==> src/rtl/disp_scan_n_pkg.sv <==
// Shared constants for the multiplexed seven-segment scanner: segment bit
// positions, the blank pattern and the hex-to-segment table (active-low).
package disp_pkg;

  localparam int unsigned SEG_W  = 8;
  localparam int unsigned SEG_A  = 0;
  localparam int unsigned SEG_B  = 1;
  localparam int unsigned SEG_C  = 2;
  localparam int unsigned SEG_D  = 3;
  localparam int unsigned SEG_E  = 4;
  localparam int unsigned SEG_F  = 5;
  localparam int unsigned SEG_G  = 6;
  localparam int unsigned SEG_DP = 7;

  localparam logic [SEG_W-1:0] SEG_BLANK = 8'hFF;

  // Index = hex value; dp bit (bit 7) is 1 (off) in every entry.
  localparam logic [SEG_W-1:0] HEX_SEG [16] = '{
    8'hC0, 8'hF9, 8'hA4, 8'hB0, 8'h99, 8'h92, 8'h82, 8'hF8,
    8'h80, 8'h90, 8'h88, 8'h83, 8'hC6, 8'hA1, 8'h86, 8'h8E
  };

  function automatic logic [SEG_W-1:0] hex_to_seg(input logic [3:0] nib);
    return HEX_SEG[nib];
  endfunction

endpackage

==> src/rtl/disp_scan_n_if.sv <==
// Bundle of user-side data/control and board-side AN/SEGMENT pins for the scanner.
interface disp_scan_n_if #(
  parameter int unsigned N_DIGITS = 4
);

  logic [4*N_DIGITS-1:0] data_in;
  logic [N_DIGITS-1:0]   dp_in;
  logic [N_DIGITS-1:0]   en_mask;
  logic                  lz_blank;
  logic                  load;
  logic                  load_ack;
  logic                  frame_start;
  logic [N_DIGITS-1:0]   AN;
  logic [7:0]            SEGMENT;

  modport master (
    output data_in, dp_in, en_mask, lz_blank, load,
    input  load_ack, frame_start, AN, SEGMENT
  );

  modport slave (
    input  data_in, dp_in, en_mask, lz_blank, load,
    output load_ack, frame_start, AN, SEGMENT
  );

endinterface

==> src/rtl/disp_scan_n_seg7_decode.sv <==
// Combinational hex + dp + blank to active-low segment pattern.
module seg7_decode
  import disp_pkg::*;
(
  input  logic [3:0]       nibble_i,
  input  logic             dp_i,
  input  logic             blank_i,
  output logic [SEG_W-1:0] seg_c_o
);

  always_comb begin
    seg_c_o         = hex_to_seg(nibble_i);
    seg_c_o[SEG_DP] = ~dp_i;
    if (blank_i) seg_c_o = SEG_BLANK;
  end

endmodule

==> src/rtl/disp_scan_n.sv <==
// N-digit multiplexed seven-segment driver with double-buffered loads committed
// at frame wrap, per-digit enable/dp and live leading-zero blanking.
module disp_scan_n
  import disp_pkg::*;
#(
  parameter int unsigned N_DIGITS = 4,
  parameter int unsigned PRESCALE = 50000
) (
  input  logic          clk,
  input  logic          rst_n,
  disp_scan_n_if.slave  bus
);

  localparam int unsigned IW = (N_DIGITS > 1) ? $clog2(N_DIGITS) : 1;
  localparam int unsigned PW = $clog2(PRESCALE);
  localparam int unsigned DW = 4 * N_DIGITS;

  logic [PW-1:0]       presc_q, presc_d;
  logic [IW-1:0]       idx_q, idx_d;
  // Enables are held as disable bits so the reset value (0) lights every digit.
  logic [DW-1:0]       act_data_q, act_data_d, stg_data_q, stg_data_d;
  logic [N_DIGITS-1:0] act_dp_q, act_dp_d, stg_dp_q, stg_dp_d;
  logic [N_DIGITS-1:0] act_dis_q, act_dis_d, stg_dis_q, stg_dis_d;
  logic                pending_q, pending_d;
  logic                wrap_q, commit_q;
  logic                load_ack_q, frame_start_q;
  logic [N_DIGITS-1:0] an_q, an_d;
  logic [SEG_W-1:0]    seg_q;

  logic                tc, wrap, commit;
  logic [N_DIGITS-1:0] dark_all;
  logic                seen_nz;
  logic [3:0]          cur_nib;
  logic                cur_dp, cur_dark;
  logic [SEG_W-1:0]    seg_c;

  // Scan timing, staging and commit.
  always_comb begin
    tc         = (presc_q == PW'(PRESCALE - 1));
    wrap       = tc && (idx_q == IW'(N_DIGITS - 1));
    commit     = wrap && pending_q;
    presc_d    = tc ? '0 : presc_q + PW'(1);
    idx_d      = idx_q;
    if (tc) idx_d = wrap ? '0 : idx_q + IW'(1);

    act_data_d = act_data_q;
    act_dp_d   = act_dp_q;
    act_dis_d  = act_dis_q;
    if (commit) begin
      act_data_d = stg_data_q;
      act_dp_d   = stg_dp_q;
      act_dis_d  = stg_dis_q;
    end

    stg_data_d = stg_data_q;
    stg_dp_d   = stg_dp_q;
    stg_dis_d  = stg_dis_q;
    if (bus.load) begin
      stg_data_d = bus.data_in;
      stg_dp_d   = bus.dp_in;
      stg_dis_d  = ~bus.en_mask;
    end
    // A load coinciding with commit stays pending for the following frame.
    pending_d  = bus.load || (pending_q && !commit);
  end

  // Dark mask: disabled digits, plus leading zeros scanned from the top.
  always_comb begin
    seen_nz  = 1'b0;
    dark_all = '0;
    for (int i = int'(N_DIGITS) - 1; i >= 0; i--) begin
      if (!act_dis_q[i] && (act_data_q[4*i +: 4] != 4'h0)) seen_nz = 1'b1;
      dark_all[i] = act_dis_q[i] || (bus.lz_blank && !seen_nz && (i != 0));
    end
  end

  always_comb begin
    cur_nib  = act_data_q[{idx_q, 2'b00} +: 4];
    cur_dp   = act_dp_q[idx_q];
    cur_dark = dark_all[idx_q];
    an_d     = cur_dark ? '1 : ~(N_DIGITS'(1) << idx_q);
  end

  seg7_decode u_dec (
    .nibble_i (cur_nib),
    .dp_i     (cur_dp),
    .blank_i  (cur_dark),
    .seg_c_o  (seg_c)
  );

  always_ff @(posedge clk or negedge rst_n) begin
    if (!rst_n) begin
      presc_q       <= '0;
      idx_q         <= '0;
      act_data_q    <= '0;
      act_dp_q      <= '0;
      act_dis_q     <= '0;
      stg_data_q    <= '0;
      stg_dp_q      <= '0;
      stg_dis_q     <= '0;
      pending_q     <= 1'b0;
      wrap_q        <= 1'b0;
      commit_q      <= 1'b0;
      load_ack_q    <= 1'b0;
      frame_start_q <= 1'b0;
      an_q          <= '1;
      seg_q         <= SEG_BLANK;
    end else begin
      presc_q       <= presc_d;
      idx_q         <= idx_d;
      act_data_q    <= act_data_d;
      act_dp_q      <= act_dp_d;
      act_dis_q     <= act_dis_d;
      stg_data_q    <= stg_data_d;
      stg_dp_q      <= stg_dp_d;
      stg_dis_q     <= stg_dis_d;
      pending_q     <= pending_d;
      wrap_q        <= wrap;
      commit_q      <= commit;
      load_ack_q    <= commit_q;
      frame_start_q <= wrap_q;
      an_q          <= an_d;
      seg_q         <= seg_c;
    end
  end

  assign bus.AN          = an_q;
  assign bus.SEGMENT     = seg_q;
  assign bus.load_ack    = load_ack_q;
  assign bus.frame_start = frame_start_q;

endmodule

==> src/flat_wrapper.sv <==
// flat-port wrapper written by rule: the top's interface ports become plain ports
module disp_scan_n_flat import disp_pkg::*;
#(
  parameter int unsigned N_DIGITS = 4,
  parameter int unsigned PRESCALE = 50000
)
  (clk, rst_n, bus_data_in, bus_dp_in, bus_en_mask, bus_lz_blank, bus_load, bus_load_ack, bus_frame_start, bus_AN, bus_SEGMENT);
  disp_scan_n_if #(.N_DIGITS(N_DIGITS)) bus_i ();
  input  logic clk;
  input  logic rst_n;
  input wire logic [$bits(bus_i.data_in)-1:0] bus_data_in;
  input wire logic [$bits(bus_i.dp_in)-1:0] bus_dp_in;
  input wire logic [$bits(bus_i.en_mask)-1:0] bus_en_mask;
  input wire logic [$bits(bus_i.lz_blank)-1:0] bus_lz_blank;
  input wire logic [$bits(bus_i.load)-1:0] bus_load;
  output wire logic [$bits(bus_i.load_ack)-1:0] bus_load_ack;
  output wire logic [$bits(bus_i.frame_start)-1:0] bus_frame_start;
  output wire logic [$bits(bus_i.AN)-1:0] bus_AN;
  output wire logic [$bits(bus_i.SEGMENT)-1:0] bus_SEGMENT;
  assign bus_i.data_in = bus_data_in;
  assign bus_i.dp_in = bus_dp_in;
  assign bus_i.en_mask = bus_en_mask;
  assign bus_i.lz_blank = bus_lz_blank;
  assign bus_i.load = bus_load;
  assign bus_load_ack = bus_i.load_ack;
  assign bus_frame_start = bus_i.frame_start;
  assign bus_AN = bus_i.AN;
  assign bus_SEGMENT = bus_i.SEGMENT;
  disp_scan_n #(.N_DIGITS(N_DIGITS), .PRESCALE(PRESCALE)) u_core (.clk(clk), .rst_n(rst_n), .bus(bus_i));
endmodule
==> config.mk <==
export PLATFORM = sky130hd
export DESIGN_NAME = disp_scan_n_flat
export DESIGN_NICKNAME = d
export VERILOG_FILES = /design/src/rtl/disp_scan_n_pkg.sv /design/src/rtl/disp_scan_n_if.sv /design/src/rtl/disp_scan_n_seg7_decode.sv /design/src/rtl/disp_scan_n.sv /design/src/flat_wrapper.sv
export SDC_FILE = /design/constraint.sdc
export NUM_CORES = 1
export LEC_CHECK = 0
export ABC_AREA = 1
export CAP_MARGIN = 20
export CORE_MARGIN = 2
export CORE_UTILIZATION = 59
export CTS_BUF_LIST = sky130_fd_sc_hd__clkbuf_2 sky130_fd_sc_hd__clkbuf_4 sky130_fd_sc_hd__clkbuf_8
export CTS_CLUSTER_DIAMETER = 100
export CTS_CLUSTER_SIZE = 8
export DETAILED_ROUTE_END_ITERATION = 10
export PLACE_DENSITY = 0.83
export SETUP_SLACK_MARGIN = 0.5
export SLEW_MARGIN = 20
export SYNTH_ARGS = -nofsm -noshare
export SYNTH_HDL_FRONTEND = slang
export SYNTH_HIERARCHICAL = 1
export SYNTH_SLANG_ARGS = --single-unit
==> constraint.sdc <==
create_clock -name clk -period 5.5 [get_ports clk]
set_clock_uncertainty 0.2 [all_clocks]
set_input_delay 0.55 -clock clk [delete_from_list [all_inputs] [get_ports clk]]
set_output_delay 0.55 -clock clk [all_outputs]
set_load 0.02 [all_outputs]
==> metrics.txt, run 1 <==
crit path capture type flop; Worst setup SP type flop; IO buf count 41; share of cells above drive strength 1 10.00%; via count of the routed design 3022; Peak VDD IR 0.1813 mV; worst skew pair latency 0.35 ns; Detailed Routing Iterations Pass 1 4; largest net degree at the start of global routing 84; HP Class input port to async pin; area growth from synthesis to layout 14.84%; first-pass GRT wire length 12.68 mm; CTS Hold Bufs 0; Final Cycle Share 49.35%; crit path time final 2.714 ns; unique cell type count in the Yosys netlist 33; Post-Route Setup TNS 0 ns; Area after DPL 4343 um2; Setup Viol. Count Final 0; Max Freq 0.3684 GHz; core area 6422 um2; fillers 492; top cell type by total area after synthesis dfrtp_1; Crit path arrival time 2.80 ns; pre-CTS setup slack 2.837 ns; top cell type's share of synthesized area 44.82%; Final WS setup 2.786 ns; Worst-path clk slew 0.09 ns; Post-route DRC 0; CTS tree done; Row Count 29; Fin. Hold Viols 0; crit path kind flop to flop; Final Cell Area 4552 um2; Worst Max-Slew Pin Slew 0.8653 ns; Die Width 85.97 um; mapped cell area 3964 um2; # nets final 545; CP Max Fanout 18; CP required 5.58 ns; vias per cell 5.148; initial antenna violation count 0; Die Span Y 85.97 um; HPWL after DPL 5.038 mm; ANT nets after route 0; Iteration-0 DRC Markers 127; total wire length 7.253 mm; status finished, final reports clean; number of global-route vias before repair 2882; Antenna Cells 0; GRT overflow 0; post-CTS setup buffers 0; Max Slew Vio Count 0; GRT Total Usage 21.68%; PD cells 248.2 nW/um2; Num CTS Buffers 9; Synth Register Bits 83; number of gates resized after cts 0; Mapped Cells 470; TritonCTS Sinks 83; maxcap violations 0; average footprint of a synthesized cell 8.434 um2; Leak Pwr 2.381 nW; Syn Nets 510; Synth area leaders dfrtp_1 45%, nand2_1 16%, dfstp_2 8.0%; number of I/O pins 42; register area share after synthesis 52.78%; total power 1.130 mW; yosys warns 6; Die ar. 7390 um2; Rel. slew slack 42.31%; RSZ-0062 raised after global routing no; clk root buf clkbuf_8; worst-case clock buffer depth 2; Initial Util 61.72%; routed length per instance 12.36 um; H-Tree Depth 3; GPL Wtd Cong 0.9027
## critical path, stage by stage (launching register included)
cell and delay, ns:
dfrtp_1 0.57, inv_1 0.33, o21ai_0 0.24, a21oi_1 0.06, a21oi_1 0.66, inv_1 0.26, nand2_1 0.15, nand3_1 0.07
nand3_1 0.12
## final timing paths
check	start	to	slack, ns	depth (start not counted)
worst max-delay path	u_core/idx_q[0]	u_core/bus.SEGMENT[1]	2.79	8
worst min register to register	u_core/wrap_q	u_core/bus.frame_start	0.16	0
max in group asynchronous	rst_n	u_core/act_data_q[8]	4.58	1
worst min-delay path	rst_n	u_core/presc_q[15]	0.003	1
min in group clk	u_core/wrap_q	u_core/bus.frame_start	0.16	0
worst max register to register	u_core/idx_q[0]	u_core/bus.SEGMENT[1]	2.79	8
## metrics by stage
| stage | cells | hold slack [ns] | util [%] |
|---|---|---|---|
| after floorplan | 470 | 0.05441 | - |
| final | 587 | 0.003037 | 70.87 |
| after global routing | 587 | 0.08428 | 70.87 |
| after global placement | 571 | 0.1331 | 67.62 |
| after detailed placement | 571 | 0.1393 | 67.62 |
| after CTS | 587 | 0.1600 | 70.82 |
## sequential cells by signal (all words and copies together), names as in the netlist
register	cells
u_core/wrap_q	1
u_core/act_dp_q	4
u_core/pending_q	1
u_core/stg_data_q	16
u_core/bus.SEGMENT	8
u_core/stg_dis_q	4
u_core/bus.AN	4
u_core/bus.frame_start	1
u_core/commit_q	1
u_core/presc_q	16
u_core/bus.load_ack	1
u_core/idx_q	2
u_core/stg_dp_q	4
u_core/act_data_q	16
u_core/act_dis_q	4
## cells in the mapped netlist
cell type  count
xor2_1         4
buf_6          4
inv_2          7
o22ai_1        1
ha_1          12
buf_4          2
clkbuf_1       7
nor2_2         2
nand2_4        2
nor2_4         1
nand3_1       50
dfrtp_1       71
clkinv_1       1
nor3_2         1
nand3_4        1
buf_2          1
clkinv_2       2
nor3_1         5
nand3_2        2
o21bai_1       2
dfstp_2       12
nor2_8         2
buf_1          1
a21oi_1       15
o21ai_1        5
o21ai_2        1
buf_8          2
nor2_1        29
o21ai_0       17
nand4_1        2
nand2_1      171
inv_1         34
nand2_2        1
## area by class of cell
| cell class | instances | area (um2) | area share [%] |
|---|---|---|---|
| Clock buffer | 10 | 131.4 | 2.886 |
| Multi-Input combinational cell | 326 | 1579 | 34.69 |
| Timing Repair Buffer | 41 | 411.6 | 9.043 |
| Clock inverter | 6 | 73.82 | 1.622 |
| Inverter | 44 | 167.7 | 3.683 |
| Tap cell | 77 | 96.34 | 2.117 |
| Sequential cell | 83 | 2092 | 45.96 |
## cell families (layout without fill, tap and decap cells)
family | Yosys count | in the layout | synth area share [%]
buffers and inverters | 61 | 101 | 7.386
flip-flops | 83 | 83 | 52.78
AO/OA/AOI/OAI | 41 | 41 | 5.429
XOR/XNOR | 4 | 4 | 0.8837
AND/OR/NAND/NOR | 269 | 269 | 29.73
adder cells (fa/ha/maj) | 12 | 12 | 3.788
## placed cells by master, fill, tap and decap left out, types with 4 or more instances in the layout
master | netlist | layout
o21ai_0 | 17 | 17
nor3_1 | 5 | 5
ha_1 | 12 | 12
a21oi_1 | 15 | 15
nand3_1 | 50 | 50
nor2_1 | 29 | 29
nand2_1 | 171 | 171
xor2_1 | 4 | 4
clkbuf_8 | 0 | 9
o21ai_1 | 5 | 5
inv_2 | 7 | 7
inv_1 | 34 | 34
clkdlybuf4s50_1 | 0 | 40
dfstp_2 | 12 | 12
dfrtp_1 | 71 | 71
## per-layer routing
| metal | share of wire [%] | GRT usage, % |
|---|---|---|
| met5 | 0 | 0 |
| met4 | 1.5 | 9.668 |
| met3 | 4.7 | 3.465 |
| met2 | 47 | 34.46 |
| met1 | 47 | 29.51 |
## report_power, final
group | internal, mW | switching [mW]
Sequential | 0.626 | 0.00930
Combinational | 0.0240 | 0.0264
Clock | 0.220 | 0.224
Total | 0.870 | 0.260
No activity file was read; power rests on OpenSTA's default activity.
==> run 2, diff against run 1 <==
--- a/config.mk
+++ b/config.mk
@@ -8,12 +8,12 @@
 export ABC_AREA = 1
 export CAP_MARGIN = 20
 export CORE_MARGIN = 2
-export CORE_UTILIZATION = 59
+export CORE_UTILIZATION = 53
 export CTS_BUF_LIST = sky130_fd_sc_hd__clkbuf_2 sky130_fd_sc_hd__clkbuf_4 sky130_fd_sc_hd__clkbuf_8
 export CTS_CLUSTER_DIAMETER = 100
 export CTS_CLUSTER_SIZE = 8
 export DETAILED_ROUTE_END_ITERATION = 10
-export PLACE_DENSITY = 0.83
+export PLACE_DENSITY = 0.78
 export SETUP_SLACK_MARGIN = 0.5
 export SLEW_MARGIN = 20
 export SYNTH_ARGS = -nofsm -noshare
==> constraint.sdc (replaced) <==
create_clock -name clk -period 2.2 [get_ports clk]
set_clock_uncertainty 0.2 [all_clocks]
set_input_delay 0.22 -clock clk [delete_from_list [all_inputs] [get_ports clk]]
set_output_delay 0.22 -clock clk [all_outputs]
set_load 0.02 [all_outputs]
==> run 2 against run 1 <==
Effect of this change: die area up 11%; setup slack got worse by 2.4 ns; utilization rose by 2.6 points; global-route usage rose by 1.4 points; critical endpoint is now u_core/act_dis_q[0]; register-to-register slack lost 2.4 ns; flip-flop and latch count unchanged; worst hold slack improved by 0.077 ns; sequential share of layout area shrank 6.6 points; largest cell class unchanged; sequential power rose to 2.5 times the previous value; final cell count is 13% higher.
==> metrics.txt, run 2 (synthesized netlist as in run 1, its figures left out) <==
CTS tree done; worst-case clock buffer depth 2 (unchanged); Die Width 90.48 um (+5.3%); status finished, final reports clean; final std cells w/o fill 661 (+13%); initial antenna violation count 0 (unchanged); clk root buf clkbuf_8; Post-route DRC 0 (unchanged); Num CTS Buffers 9 (unchanged); Worst Max-Slew Pin Slew 0.3610 ns (-0.5043 ns); Iteration-0 DRC Markers 302 (+140%); Peak VDD IR 0.4143 mV (+130%); first-pass GRT wire length 15.24 mm (+20%); HPWL after DPL 5.365 mm (+6.5%); H-Tree Depth 3 (unchanged); CP required 2.25 ns (-3.33 ns); total power 2.729 mW (+140%); largest net degree at the start of global routing 41 (-51%); GRT Total Usage 23.12% (+1.4 points); Fin. Hold Viols 0 (unchanged); Rel. slew slack 75.93% (+34 points); most common cell after layout, fill and taps aside nand2_1; total wire length 10.10 mm (+39%); met2 Use GR 37.62% (+3.2 points); area growth from synthesis to layout 34.53%; dpl cells 599 (+4.9%); Max Slew Vio Count 0 (unchanged); GR Layer Usage met1 28.54% (-0.97 points); number of I/O pins 42 (unchanged); HP Class input port to async pin; worst skew pair latency 0.36 ns (about the same); Worst setup SP type flop; number of global-route vias before repair 3380 (+17%); GRT overflow 0 (unchanged); fillers 514 (+4.5%); Final Cycle Share 84.07% (+35 points); IO buf count 41 (unchanged); Setup Viol. Count Final 0 (unchanged); crit path time final 1.849 ns (-0.8648 ns); Initial Util 54.65% (-7.1 points); GPL Wtd Cong 0.8895 (-1.5%); crit path capture type flop; commonest non-fill, non-tap cells in the layout 146 x nand2_1, 64 x dfrtp_1, 40 x buf_4; global routing usage on met3 6.260% (+2.8 points); core area 7253 um2 (+13%); share of cells above drive strength 1 31.49% (+21 points); Antenna Cells 0 (unchanged); Detailed Routing Iterations Pass 1 5 (+1); crit path kind flop to flop; Crit path arrival time 1.90 ns (-0.90 ns); vias per cell 5.336 (+3.6%); RSZ-0062 raised after global routing yes; Most Crowded Layer GR met2; Leak Pwr 2.697 nW (+13%); Max Freq 0.5407 GHz (+47%); via count of the routed design 3527 (+17%); Row Count 31 (+6.9%); Die ar. 8187 um2 (+11%); ANT nets after route 0 (unchanged); # nets final 598 (+9.7%); biggest regs u_core/act_data_q (16), u_core/presc_q (16), u_core/stg_data_q (16); Post-Route Setup TNS 0 ns (unchanged); TritonCTS Sinks 83 (unchanged); PD cells 511.7 nW/um2 (+110%); Die Span Y 90.48 um (+5.3%); Worst-path clk slew 0.09 ns (about the same); routed length per instance 15.28 um (+24%); maxcap violations 0 (unchanged); CP Max Fanout 7 (-11)
## run 2: cell count changes in the layout (fill, tap and decap cells not counted), moves of 12 or more
cell             change
buf_4               +40
clkdlybuf4s50_1     -14
dlygate4sd2_1       +14
nand2_1             -25
nand2_2             +24
nand3_1             -12
## run 2: cell type report
| cell class | instances | area (um2) | area share, % |
|---|---|---|---|
| repair buffers | 86 | 767.0 | 14.38 |
| flip-flops and latches | 83 | 2101 | 39.39 |
| repair inverters | 1 | 7.507 | 0.1408 |
| clock inverters | 6 | 48.80 | 0.9151 |
| well taps | 99 | 123.9 | 2.323 |
| multi-input cells | 333 | 1974 | 37.02 |
| clock buffers | 9 | 123.9 | 2.323 |
| inverters | 44 | 186.4 | 3.496 |
## run 2: power by group
group / switching, mW / leakage (nW) / internal (mW)
logic: 0.0687 / 1.57 / 0.0676
clock network: 0.589 / 0.0783 / 0.413
registers: 0.0265 / 1.05 / 1.56
## run 2: path summary, 6_finish.rpt
kind                                   startpoint                     end  slack, ns  depth (start not counted)
worst max-delay path            u_core/presc_q[7]     u_core/act_dis_q[0]       0.35                          9
worst min-delay path                        rst_n       u_core/presc_q[7]       0.08                          2
worst max register to register  u_core/presc_q[7]     u_core/act_dis_q[0]       0.35                          9
worst min register to register      u_core/wrap_q  u_core/bus.frame_start       0.15                          0
max in group asynchronous                   rst_n   u_core/act_data_q[13]       1.10                          3
min in group clk                    u_core/wrap_q  u_core/bus.frame_start       0.15                          0
## run 2: metal layers
layer  part of all wire (%)  vias up
met4                    3.5        0
met5                      0        -
met1                     41     1670
met3                    5.5       44
li1                       -     1660
met2                     50      153
## run 2: through the flow
stage               util [%]  hold WS [ns]  worst slack [ns]  area (um2)
finish                 73.52       0.08034            0.3505        5333
global route           73.52        0.1002            0.2980        5333
CTS                    68.76       0.08063            0.4390        4987
detailed placement     61.60      -0.07087          -0.03906        4468
global placement       61.60      -0.07265           0.07659        4468
floorplan                  -       -0.2756            0.4703        4023
## run 2: worst max-delay path, cell delays in order, from the launching register on
cell and delay, ns:
dfrtp_1 0.40, inv_2 0.08, nand2_2 0.07, nor3_4 0.22, nand2_4 0.09, nor2_8 0.18, buf_4 0.15, nand3_4 0.16
nand2_2 0.11, nand2_1 0.06
## run 2: what timing repair did
action | 4_1_cts | 5_1_grt
pin swaps | 11 | 21
setup endpoints to repair | 47 | 39
cloned | 7 | 1
endpoints found under the hold margin | 83 | 0
resized for setup | 56 | 53
setup buffers | 17 | 21
hold buffers | 1 | 0
==> run 3, diff against run 2 <==
==> constraint.sdc (replaced) <==
create_clock -name clk -period 1.55 [get_ports clk]
set_clock_uncertainty 0.2 [all_clocks]
set_input_delay 0.155 -clock clk [delete_from_list [all_inputs] [get_ports clk]]
set_output_delay 0.155 -clock clk [all_outputs]
set_load 0.02 [all_outputs]
==> run 3 against run 2 <==
Effect of this change: the run now ends with negative setup slack left; first-iteration DRC count is 53% higher; final area grew 14%; global-route usage increased by 4.4 points.
==> metrics.txt, run 3 (synthesized netlist as in run 1, its figures left out) <==
Peak VDD IR 0.5051 mV (+22%); Max Slew Vio Count 0 (unchanged); vias per cell 5.825 (+9.2%); failing checks negative setup slack; Psw 1.061 mW (+55%); sequential power share 56.6% (-1.7 points); Max Freq 0.5060 GHz (-6.4%); first-pass GRT wire length 17.91 mm (+18%); total wire length 14.17 mm (+40%); ANT nets after route 0 (unchanged); Iteration-0 DRC Markers 463 (+53%); crit path capture type flop; Worst setup SP type flop; Antenna Cells 0 (unchanged); CP required 1.60 ns (-0.65 ns); most common cell after layout, fill and taps aside nand2_1; GR Layer Usage met1 33.58% (+5.0 points); Leak Pwr 3.004 nW (+11%); Final Cycle Share 127.5% (+43 points); biggest regs u_core/act_data_q (16), u_core/presc_q (16), u_core/stg_data_q (16); # nets final 639 (+6.9%); GPL Wtd Cong 0.8893 (about the same); Worst Max-Slew Pin Slew 0.4663 ns (+0.1053 ns); Detailed Routing Iterations Pass 1 6 (+1); worst-case clock buffer depth 2 (unchanged); CP Max Fanout 5 (-2); Largest stage delay, worst path 0.47 ns (+0.07 ns); core area 7253 um2 (unchanged); HPWL after DPL 5.885 mm (+9.7%); fillers 355 (-31%); Die Width 90.48 um (unchanged); global routing usage on met3 4.508% (-1.8 points); TritonCTS Sinks 83 (unchanged); clock share of power 38.2% (+1.5 points); Worst-path clk slew 0.10 ns (about the same); PD cells 654.2 nW/um2 (+28%); crit path kind flop to flop; final std cells w/o fill 703 (+6.4%); GRT overflow 0 (unchanged); Most Crowded Layer GR met2; HP Class input port to async pin; worst skew pair latency 0.37 ns (about the same); crit path time final 1.976 ns (+0.1268 ns); worst-path cell chain ha_4 > nand3_4 > clkinv_4 > nand2_8 > nor2_8 > buf_6 > o21ai_2 > o21ai_1 > inv_1; area occupied by multi-input gates 2183 um2 (+11%); Die Span Y 90.48 um (unchanged); Fin Hold WS 0.01078 ns (-0.06956 ns); area growth from synthesis to layout 54.01%; via count of the routed design 4095 (+16%); slowest CP cell dfrtp_1; Fin. Hold Viols 0 (unchanged); Post-route DRC 0 (unchanged); routed length per instance 20.15 um (+32%); Rel. slew slack 68.91% (-7.0 points); H-Tree Depth 3 (unchanged); status finished, violations left; RSZ-0062 raised after global routing yes; combinational cell fraction of total power 5.2% (+0.2 points); Final WS setup -0.4263 ns (-0.7768 ns); Setup Viol. Count Final 56 (+56); Pint 2.932 mW (+43%); clk root buf clkbuf_8; CTS tree done; dpl cells 643 (+7.3%); maxcap violations 0 (unchanged); Sw Share 26.58% (+1.5 points); IO buf count 41 (unchanged); initial antenna violation count 0 (unchanged); Reg area 2096 um2 (-0.24%); Row Count 31 (unchanged); largest net degree at the start of global routing 31 (-24%); CP top delay family flip-flops; number of I/O pins 42 (unchanged); number of global-route vias before repair 3829 (+13%); Crit path arrival time 2.03 ns (+0.13 ns); commonest non-fill, non-tap cells in the layout 142 x nand2_1, 68 x dfrtp_1, 53 x buf_4; Initial Util 54.65% (unchanged); GRT Total Usage 27.47% (+4.4 points); met2 Use GR 46.46% (+8.8 points); Critical path buffers and inverters 3 (+1); Die ar. 8187 um2 (unchanged); share of cells above drive strength 1 45.03% (+14 points); Num CTS Buffers 9 (unchanged)
## run 3: changes by cell type in the layout (fill, tap and decap cells not counted), sizes merged
cell,previous run,this run
nor2,37,34
nand2,175,174
clkbuf,9,11
buf,45,102
nand3,55,56
dlygate4sd2,14,0
clkinvlp,5,4
inv,42,44
a21oi,16,15
## run 3: power by group through the flow
| stage | combinational, mW | sequential, mW | clock, mW |
|---|---|---|---|
| after detailed placement | 0.207 | 2.29 | 0 |
| final | 0.207 | 2.26 | 1.53 |
| after global placement | 0.201 | 2.29 | 0 |
| after CTS | 0.210 | 2.25 | 1.51 |
| after floorplan | 0.0642 | 2.28 | 0 |
| after global routing | 0.237 | 2.27 | 1.63 |
## run 3: routing by layer
layer	vias up	wire length, um
li1	1746	-
met1	1932	5169
met2	299	6878
met3	118	966
met4	0	1153
met5	-	0
## run 3: worst register-to-register path, cell delays in order, from the launching register on
cell	delay, ns
dfrtp_1	0.47
ha_4	0.20
nand3_4	0.10
clkinv_4	0.10
nand2_8	0.08
nor2_8	0.23
buf_6	0.16
o21ai_2	0.06
o21ai_1	0.15
inv_1	0.11
## run 3: worst paths after layout
path,startpoint,end,slack [ns],cells after the start
setup / recovery,u_core/presc_q[0],u_core/idx_q[0],-0.43,9
hold / removal,rst_n,u_core/presc_q[2],0.01,2
setup reg to reg,u_core/presc_q[0],u_core/idx_q[0],-0.43,9
hold reg to reg,u_core/wrap_q,u_core/bus.frame_start,0.16,0
max in group asynchronous,rst_n,u_core/bus.SEGMENT[0],0.57,3
min in group clk,bus_data_in[6],u_core/stg_data_q[6],0.12,3
## run 3: final cells by class
type                            instances  area share (%)
Timing Repair inverter                  1          0.1230
Clock buffer                            9           2.029
Multi-Input combinational cell        329           35.77
Inverter                               44           3.361
Tap cell                               99           2.029
Timing Repair Buffer                  131           21.38
Sequential cell                        83           34.33
Clock inverter                          7          0.9838
## run 3: timing repair
action,4_1_cts,5_1_grt
gates cloned,4,2
buffers inserted,21,16
pin swaps,35,35
hold buffers,1,0
endpoints found under the hold margin,77,0
endpoints found under the setup margin,71,71
gates resized for setup,171,68
## run 3: per-stage QoR
stage	total power, mW	utilization (%)	worst slack, ns	instance area (um2)	setup TNS, ns
floorplan	2.349	-	-0.1712	4148	-1.578
global placement	2.493	68.35	-0.1961	4957	-3.931
detailed placement	2.502	68.35	-0.3099	4957	-5.138
CTS	3.971	78.66	-0.1454	5705	-3.748
global route	4.136	84.16	-0.3859	6105	-15.45
finish	3.994	84.16	-0.4263	6105	-14.00
